### config.mk
export PLATFORM = sky130hd
export DESIGN_NAME = sd_pattern_loader
export DESIGN_NICKNAME = d
export VERILOG_FILES = /design/src/rtl/sd_pattern_loader.sv
export SDC_FILE = /design/constraint.sdc
export NUM_CORES = 1
export LEC_CHECK = 0
export BUFFER_PORTS_ARGS = -buffer_cell sky130_fd_sc_hd__buf_2
export CAP_MARGIN = 5
export CORE_AREA = 2 2 101 103
export DETAILED_ROUTE_END_ITERATION = 8
export DIE_AREA = 0 0 103 105
export PLACE_DENSITY = 0.66
export SETUP_SLACK_MARGIN = 0.4
export SYNTH_ARGS = -nofsm -noshare
export SYNTH_HDL_FRONTEND = slang
export SYNTH_SLANG_ARGS = --single-unit
### constraint.sdc
create_clock -name clk_spi -period 2.5 [get_ports clk_spi]
set_input_delay 0.25 -clock clk_spi [delete_from_list [all_inputs] [get_ports clk_spi]]
set_output_delay 0.25 -clock clk_spi [all_outputs]
set_load 0.03 [all_outputs]
### src/rtl/sd_pattern_loader.sv
// -----------------------------------------------------------------------------
// sd_pattern_loader
// Loads a Game-of-Life starting pattern from the SD card into the cell-state RAM.
// Requests NUM_BLOCKS consecutive 512-byte blocks from the SD block reader,
// starting at i_base_block, and unpacks each block LSB-first into 4096 cells,
// one cell-RAM write per clock.
//
// Optional feature macro: SD_LOADER_TIMEOUT_EN
//   defined   : a WAIT lasting TIMEOUT_CYCLES cycles aborts the load into ERROR
//               and raises the sticky o_error flag.
//   undefined : WAIT blocks indefinitely and o_error is tied to 0.
//
// Ports
//   clk_spi          in   SPI-domain clock
//   reset            in   asynchronous, active-high reset
//   i_start          in   1-cycle pulse: begin a load (ignored while busy)
//   i_base_block     in   SD block index of the first pattern block
//   o_blk_id         out  block index presented to the block reader
//   o_blk_execute    out  1-cycle pulse restarting the block reader
//   i_blk_state      in   reader state: 0=INIT, 1=READ, 2=FINISH
//   o_blk_byte_addr  out  byte index into the reader buffer
//   i_blk_byte       in   buffer byte at o_blk_byte_addr (same cycle)
//   o_cell_we        out  cell-RAM write strobe
//   o_cell_addr      out  cell index
//   o_cell_data      out  cell alive bit
//   o_busy           out  load in progress
//   o_done           out  1-cycle pulse after the last cell write
//   o_error          out  sticky wait-timeout flag
// -----------------------------------------------------------------------------
module sd_pattern_loader #(
    parameter int unsigned NUM_BLOCKS     = 4,
    parameter int unsigned CELL_AW        = 14,
    parameter int unsigned TIMEOUT_CYCLES = 2000000
) (
    input  logic               clk_spi,
    input  logic               reset,
    input  logic               i_start,
    input  logic [31:0]        i_base_block,
    output logic [31:0]        o_blk_id,
    output logic               o_blk_execute,
    input  logic [1:0]         i_blk_state,
    output logic [8:0]         o_blk_byte_addr,
    input  logic [7:0]         i_blk_byte,
    output logic               o_cell_we,
    output logic [CELL_AW-1:0] o_cell_addr,
    output logic               o_cell_data,
    output logic               o_busy,
    output logic               o_done,
    output logic               o_error
);

    localparam int unsigned IDX_W = (NUM_BLOCKS > 1) ? $clog2(NUM_BLOCKS) : 1;
    localparam int unsigned BIT_W = 12;
    localparam logic [1:0]  RD_FINISH = 2'd2;

    typedef enum logic [2:0] {
        S_IDLE,
        S_ISSUE,
        S_ARM,
        S_WAIT,
        S_UNPACK,
        S_DONE,
        S_ERROR
    } state_t;

    state_t             r_state;
    state_t             w_state_next;
    logic [IDX_W-1:0]   r_blk_idx;
    logic [BIT_W-1:0]   r_bit_cnt;
    logic [31:0]        r_blk_id;
    logic               r_execute;
    logic               r_busy;
    logic               r_done;
    logic               r_cell_we;
    logic [CELL_AW-1:0] r_cell_addr;
    logic               r_cell_data;
    logic               w_last_bit;
    logic               w_last_blk;
    logic               w_accept;
    logic               w_timeout;
    logic               w_exec_next;
    logic               w_busy_next;
    logic               w_done_next;

    assign w_last_bit = &r_bit_cnt;
    assign w_last_blk = (r_blk_idx == IDX_W'(NUM_BLOCKS - 1));
    assign w_accept   = ((r_state == S_IDLE) || (r_state == S_ERROR)) && i_start;

`ifdef SD_LOADER_TIMEOUT_EN
    logic [31:0] r_wait_cnt;
    logic        r_error;

    // Wait counter: cleared in ARM so it starts at 0 on the first WAIT cycle.
    always_ff @(posedge clk_spi or posedge reset) begin
        if (reset) begin
            r_wait_cnt <= '0;
        end else if (r_state == S_ARM) begin
            r_wait_cnt <= '0;
        end else if (r_state == S_WAIT) begin
            r_wait_cnt <= r_wait_cnt + 32'd1;
        end
    end

    // Fires on the TIMEOUT_CYCLES-th consecutive WAIT cycle.
    assign w_timeout = (r_state == S_WAIT) && (r_wait_cnt == 32'(TIMEOUT_CYCLES - 1));

    // Sticky error: set on entry to ERROR, cleared by the next accepted start.
    always_ff @(posedge clk_spi or posedge reset) begin
        if (reset) begin
            r_error <= 1'b0;
        end else if (w_accept) begin
            r_error <= 1'b0;
        end else if ((r_state == S_WAIT) && (w_state_next == S_ERROR)) begin
            r_error <= 1'b1;
        end
    end

    assign o_error = r_error;
`else
    assign w_timeout = 1'b0;
    assign o_error   = 1'b0;
`endif

    // State register.
    always_ff @(posedge clk_spi or posedge reset) begin
        if (reset) begin
            r_state <= S_IDLE;
        end else begin
            r_state <= w_state_next;
        end
    end

    // Next-state logic; FINISH takes priority over a coincident timeout.
    always_comb begin
        w_state_next = r_state;
        case (r_state)
            S_IDLE, S_ERROR: if (i_start) w_state_next = S_ISSUE;
            S_ISSUE:         w_state_next = S_ARM;
            S_ARM:           w_state_next = S_WAIT;
            S_WAIT: begin
                if (i_blk_state == RD_FINISH) begin
                    w_state_next = S_UNPACK;
                end else if (w_timeout) begin
                    w_state_next = S_ERROR;
                end
            end
            S_UNPACK: begin
                if (w_last_bit) begin
                    w_state_next = w_last_blk ? S_DONE : S_ISSUE;
                end
            end
            S_DONE:  w_state_next = S_IDLE;
            default: w_state_next = S_IDLE;
        endcase
    end

    // Output decode from the next state, so the registered copies line up with r_state.
    always_comb begin
        w_exec_next = (w_state_next == S_ISSUE);
        w_busy_next = (w_state_next != S_IDLE) && (w_state_next != S_ERROR);
        w_done_next = (w_state_next == S_DONE);
    end

    // Control outputs, counters and the one-stage unpack pipeline.
    always_ff @(posedge clk_spi or posedge reset) begin
        if (reset) begin
            r_execute   <= 1'b0;
            r_busy      <= 1'b0;
            r_done      <= 1'b0;
            r_blk_id    <= '0;
            r_blk_idx   <= '0;
            r_bit_cnt   <= '0;
            r_cell_we   <= 1'b0;
            r_cell_addr <= '0;
            r_cell_data <= 1'b0;
        end else begin
            r_execute <= w_exec_next;
            r_busy    <= w_busy_next;
            r_done    <= w_done_next;
            r_cell_we <= (r_state == S_UNPACK);

            if (r_state == S_UNPACK) begin
                r_cell_addr <= CELL_AW'({r_blk_idx, r_bit_cnt});
                r_cell_data <= i_blk_byte[r_bit_cnt[2:0]];
            end

            if (w_accept) begin
                r_blk_id  <= i_base_block;
                r_blk_idx <= '0;
            end else if ((r_state == S_UNPACK) && w_last_bit && !w_last_blk) begin
                // blk_id tracks base + blk_idx, wrapping at 32 bits.
                r_blk_id  <= r_blk_id + 32'd1;
                r_blk_idx <= r_blk_idx + IDX_W'(1);
            end

            if (r_state == S_WAIT) begin
                r_bit_cnt <= '0;
            end else if (r_state == S_UNPACK) begin
                r_bit_cnt <= r_bit_cnt + BIT_W'(1);
            end
        end
    end

    assign o_blk_id        = r_blk_id;
    assign o_blk_execute   = r_execute;
    assign o_blk_byte_addr = r_bit_cnt[11:3];
    assign o_cell_we       = r_cell_we;
    assign o_cell_addr     = r_cell_addr;
    assign o_cell_data     = r_cell_data;
    assign o_busy          = r_busy;
    assign o_done          = r_done;

endmodule

; ---- Yosys cells after proc, flatten, opt, wreduce, memory -nomap -nowiden
; Cells that the tools add are included.
[classes]
magnitude_cmp = 1
n_eq_ne = 10
n_addsub = 3
mux = 13
n_reduce_logical = 12
[ops]
columns = cell, n
row1 = 32-bit two-way mux, 2
row2 = 32-bit by 1-bit adder with 32-bit output (second input constant), 1
row3 = 12-bit two-way mux, 2
row4 = 3-bit case mux with 5 select lines, 1
row5 = 12-bit by 1-bit adder with 12-bit output (second input constant), 1
row6 = 3-bit two-way mux, 4
row7 = 12-bit AND reduction, 1
row8 = 3-bit equality test (second input constant), 3
row9 = 3-bit by 1-bit equality test with 1-bit output (second input constant), 2
row10 = 3-bit by 2-bit equality test with 1-bit output (second input constant), 2
row11 = 2-bit equality test (second input constant), 2
row12 = 1-bit logical AND, 4
row13 = 3-bit by 4-bit less-than comparator with 1-bit output (second input constant), 1
row14 = 2-bit two-way mux, 2
row15 = 2-bit nonzero test, 2
row16 = 1-bit binary-select mux with 3-bit select, 1
row17 = 3-bit zero test, 1
row18 = 3-bit != test (second input constant), 1
row19 = 3-bit nonzero test, 1
row20 = 2-bit by 1-bit adder with 2-bit output (second input constant), 1
row21 = 2-bit OR reduction, 1
row22 = 1-bit zero test, 1
row23 = 1-bit logical OR, 1
row24 = 1-bit two-way mux, 1
[word_totals]
regBits = 68
elab_cells = 49
inputBits = 45
out_inout_bits = 61

; ---- Logic depth before layout (Yosys ltp)
[logic_depth]
ltp_word = 6
depth_mapped = 8
depth_no_buf = 6

; ---- Least setup slack after synthesis
; Ideal clock, no wire load.
[synth_path]
path_type = register to register
from = register r_bit_cnt[1]
to = register r_blk_id[29], in the netlist o_blk_id[29]
synth_period_minus_slack_ps = 2331
stages_incl_launch_ff = 7
slack_ps = 169
path_buffers = 0
setup_ps = 82
arrival_time_ps = 2249
required_ps = 2418
cell_sequence = dfrtp_1 ha_1 nand4_2 nor4_4 nand3_1 or4_1 a31oi_1
[synth_between]
elab_chain_len = 4
[synth_lines]
columns = item, line
row1 = start: declaration, 69  ; logic [BIT_W-1:0] r_bit_cnt;
row2 = start signal: assignment, 199  ; r_bit_cnt <= r_bit_cnt + BIT_W'(1);
row3 = 12-bit AND reduction, 85  ; assign w_last_bit = &r_bit_cnt;
row4 = 1-bit logical AND (2 in series), 190  ; end else if ((r_state == S_UNPACK) && w_last_bit && !w_last_blk) begin
row5 = 2-bit nonzero test (no line), n/a
row6 = end signal: assignment, 188  ; r_blk_id <= i_base_block;
row7 = end signal: assignment, 192  ; r_blk_id <= r_blk_id + 32'd1;
row8 = end: declaration, 70  ; logic [31:0] r_blk_id;
; No other way between the ends.
; A chain may end at the register's enable or synchronous reset.

; ---- Worst setup path after layout
[layout_path]
from = register r_blk_idx[1]
to = register r_blk_id[28], in the netlist o_blk_id[28]
[layout_between]
elab_chain_len = 4
[layout_lines]
columns = item, line
row1 = start: declaration, 68  ; logic [IDX_W-1:0] r_blk_idx;
row2 = start signal: assignment, 193  ; r_blk_idx <= r_blk_idx + IDX_W'(1);
row3 = 2-bit equality test, 86  ; assign w_last_blk = (r_blk_idx == IDX_W'(NUM_BLOCKS - 1));
row4 = 1-bit zero test, 190
row5 = 1-bit logical AND, 190
row6 = 2-bit nonzero test (no line), n/a
; No other way between the ends.

==> metrics <==
# rows 36; layout cell share with drive strength beyond 1 36.17%; CP Launch Type flip-flop; RR Startpoint r_blk_idx[1]; vias in the first global route 3381; Max Fclk 468.1 MHz; crit-path max FO 7; Remaining Overflow, GRT 0; HP Class in -> reg; Yosys Warn Count 0; Synth async-reset ratio 100.0%; Max Cap Violations 0; Post-Syn Area 3739 µm²; Die Height 105 µm; Tcrit/Tclk final 85.45%; core region area 9639 µm²; Area Overhead vs Synth 34.04%; Seq pwr share 37.9%; vias post-DR 3599; instance count of the mapped netlist 424; register area share after synthesis 45.52%; gr usage total 18.87%; Peak VDD IR 0.5819 mV; clock sink total 68; worst path required time 2.77 ns; Lkg Pwr 2.327 nW; # DRC 0; Clock Power Share 21.4%; Final Skew 0.01399 ns; Detailed Place HPWL 7.255 mm; Die Wd 103 µm; #FFs+latches synth 68; CP startpoint r_blk_idx[1]; Port Buffer Count 104; drt first pass iters 6; clk_lat worst skew 0.35 ns; GPL Wtd Cong 0.8420; CTS buffer count 9; diodes inserted 0; antenna-violating nets left 0; worst reg-to-reg setup slack 0.36 ns; FF-to-FF path depth 6; crit path time final 2.136 ns; Power per Cell Area 962.5 nW/µm²; initial antenna violation count 0; Top Ports 106; Mapped Avg Cell Area 8.817 µm²; CP endpoint kind flip-flop; Setup TNS 0 ns; vias per inst 5.246; Fin Hold WS 0.09128 ns; Initial Utilization 38.79%; Reg clk slew, reported paths 0.08 ns; Net Sw Power 2.121 mW; Int Pwr 2.702 mW; WL per Instance 15.22 µm; max-slew violations 0; synth unique cells 45; Post-synth EDFFs 0; CTS Root Cell clkbuf_8; setup violators final 0; CTS tree done; status completed; CTS max path bufs 2; Post-synth top flop dfrtp_1; Post-Route WL 10.44 mm; Comb power frac 40.7%; die area 10820 µm²; global-route wire length before repair 16.19 mm; R2R Path End o_blk_id[28]; H-Tree Depth 3; Final Hold Violating Endpoints 0; DRT iter0 DRCs 158; RSZ-0062 raised after global routing yes; CP arrival 2.40 ns; largest net degree at the start of global routing 69; Net Sw Frac 43.98%; Critical path destination o_blk_id[28]; Nets 596; WS Path Type reg -> reg; syn_nets 472
==> power by group through the flow <==
stage	combinational (mW)	sequential, mW	clock (mW)
after floorplan	0.783	2.32	0
after global placement	1.88	1.82	0
after detailed placement	1.91	1.83	0
after CTS	1.92	1.81	1.05
after global routing	2.14	1.87	1.10
final	1.96	1.83	1.03
==> worst min path at each step <==
stage / start / cells after the start / slack, ns / end
final: i_base_block[31] / 3 / 0.09 / o_blk_id[31]
after global routing: i_base_block[31] / 3 / 0.09 / o_blk_id[31]
after CTS: i_base_block[31] / 3 / 0.08 / o_blk_id[31]
after detailed placement: reset / 3 / 0.36 / o_cell_we
after global placement: reset / 3 / 0.36 / o_cell_addr[5]
after floorplan: i_base_block[31] / 2 / 0.36 / o_blk_id[31]
==> sequential cells by signal (all words and copies together), names as in the netlist <==
register / count
o_cell_data: 1
o_busy: 1
o_done: 1
r_bit_cnt: 12
r_state: 3
o_cell_addr: 14
o_blk_execute: 1
o_blk_id: 32
r_blk_idx: 2
o_cell_we: 1
==> per-layer routing <==
metal	routed length (µm)	track usage, %
met1	4570	25.66
met2	5055	30.29
met3	692	3.077
met4	121	6.391
met5	0	0
==> cells by family (layout without fill, tap and decap cells) <==
logic type                 count (synthesis)  in the layout  synth area share, %
xor gates and xnor gates                  26             26                6.091
AOI/OAI and AO/OA                         64             64                9.672
other                                      1              1               0.1003
DFF                                       68             68                45.52
buffers and inverters                     38            166                5.321
adders and majority gates                  3              3                1.004
and+or+nand+nor                          217            218                29.75
muxes                                      7              7                2.543
==> timing repair <==
action,4_1_cts,5_1_grt
endpoints found under the setup margin,23,26
hold buffers,1,0
buffers inserted,3,18
resized for setup,7,22
endpoints found under the hold margin,68,0
cloned,0,1
pin swaps,0,13
==> critical path, cell delays in order (launching register included) <==
cell	delay (ns)
dfrtp_1	0.43
ha_4	0.18
nand4b_1	0.18
buf_6	0.16
or4_4	0.50
or4_1	0.44
a31oi_1	0.18
==> placed cells by master (no fill, tap or decap), drive strengths merged, types with 9 or more instances in the layout <==
master,n
dfrtp,68
nand2,94
xor2,13
nor3,9
nand3,26
xnor2,13
nor4,9
buf,144
clkbuf,10
or4,9
nand4,17
nor2,23
o21ai,38
==> through the flow <==
stage / setup slack (ns) / total power, mW / util, % / std cells / instance area (µm²)
finish: 0.3637 / 4.823 / 51.99 / 686 / 5011
detailed placement: 0.2184 / 3.737 / 46.33 / 647 / 4466
CTS: 0.3610 / 4.779 / 49.48 / 667 / 4770
global placement: 0.2960 / 3.705 / 46.33 / 647 / 4466
floorplan: 0.2717 / 3.100 / - / 424 / 3799
global route: 0.2701 / 5.113 / 51.99 / 686 / 5011
==> area by class of cell <==
| cell class | instances | area [µm²] |
|---|---|---|
| fillers | 961 | 4628 |
| multi-input cells | 319 | 2001 |
| flip-flops and latches | 68 | 1717 |
| repair buffers | 145 | 879.6 |
| well taps | 133 | 166.4 |
| clock buffers | 10 | 137.6 |
| clock inverters | 6 | 87.58 |
| inverters | 5 | 22.52 |
==> cells in the mapped netlist (all sizes together) (8+ instances only) <==
master  instances  area [µm²]
xor2           13       113.9
nor2           23       88.84
nand2          94       352.8
nor4            9       92.59
nor3            9       45.04
a31oi           8       50.05
buf            15       112.6
nand4          16       112.6
nand3          26       130.1
or4             9       71.32
dfrtp          68        1702
xnor2          13       113.9
o21ai          38       190.2
clkbuf         18       67.56
Note: power is estimated with default switching activity, not from simulation.
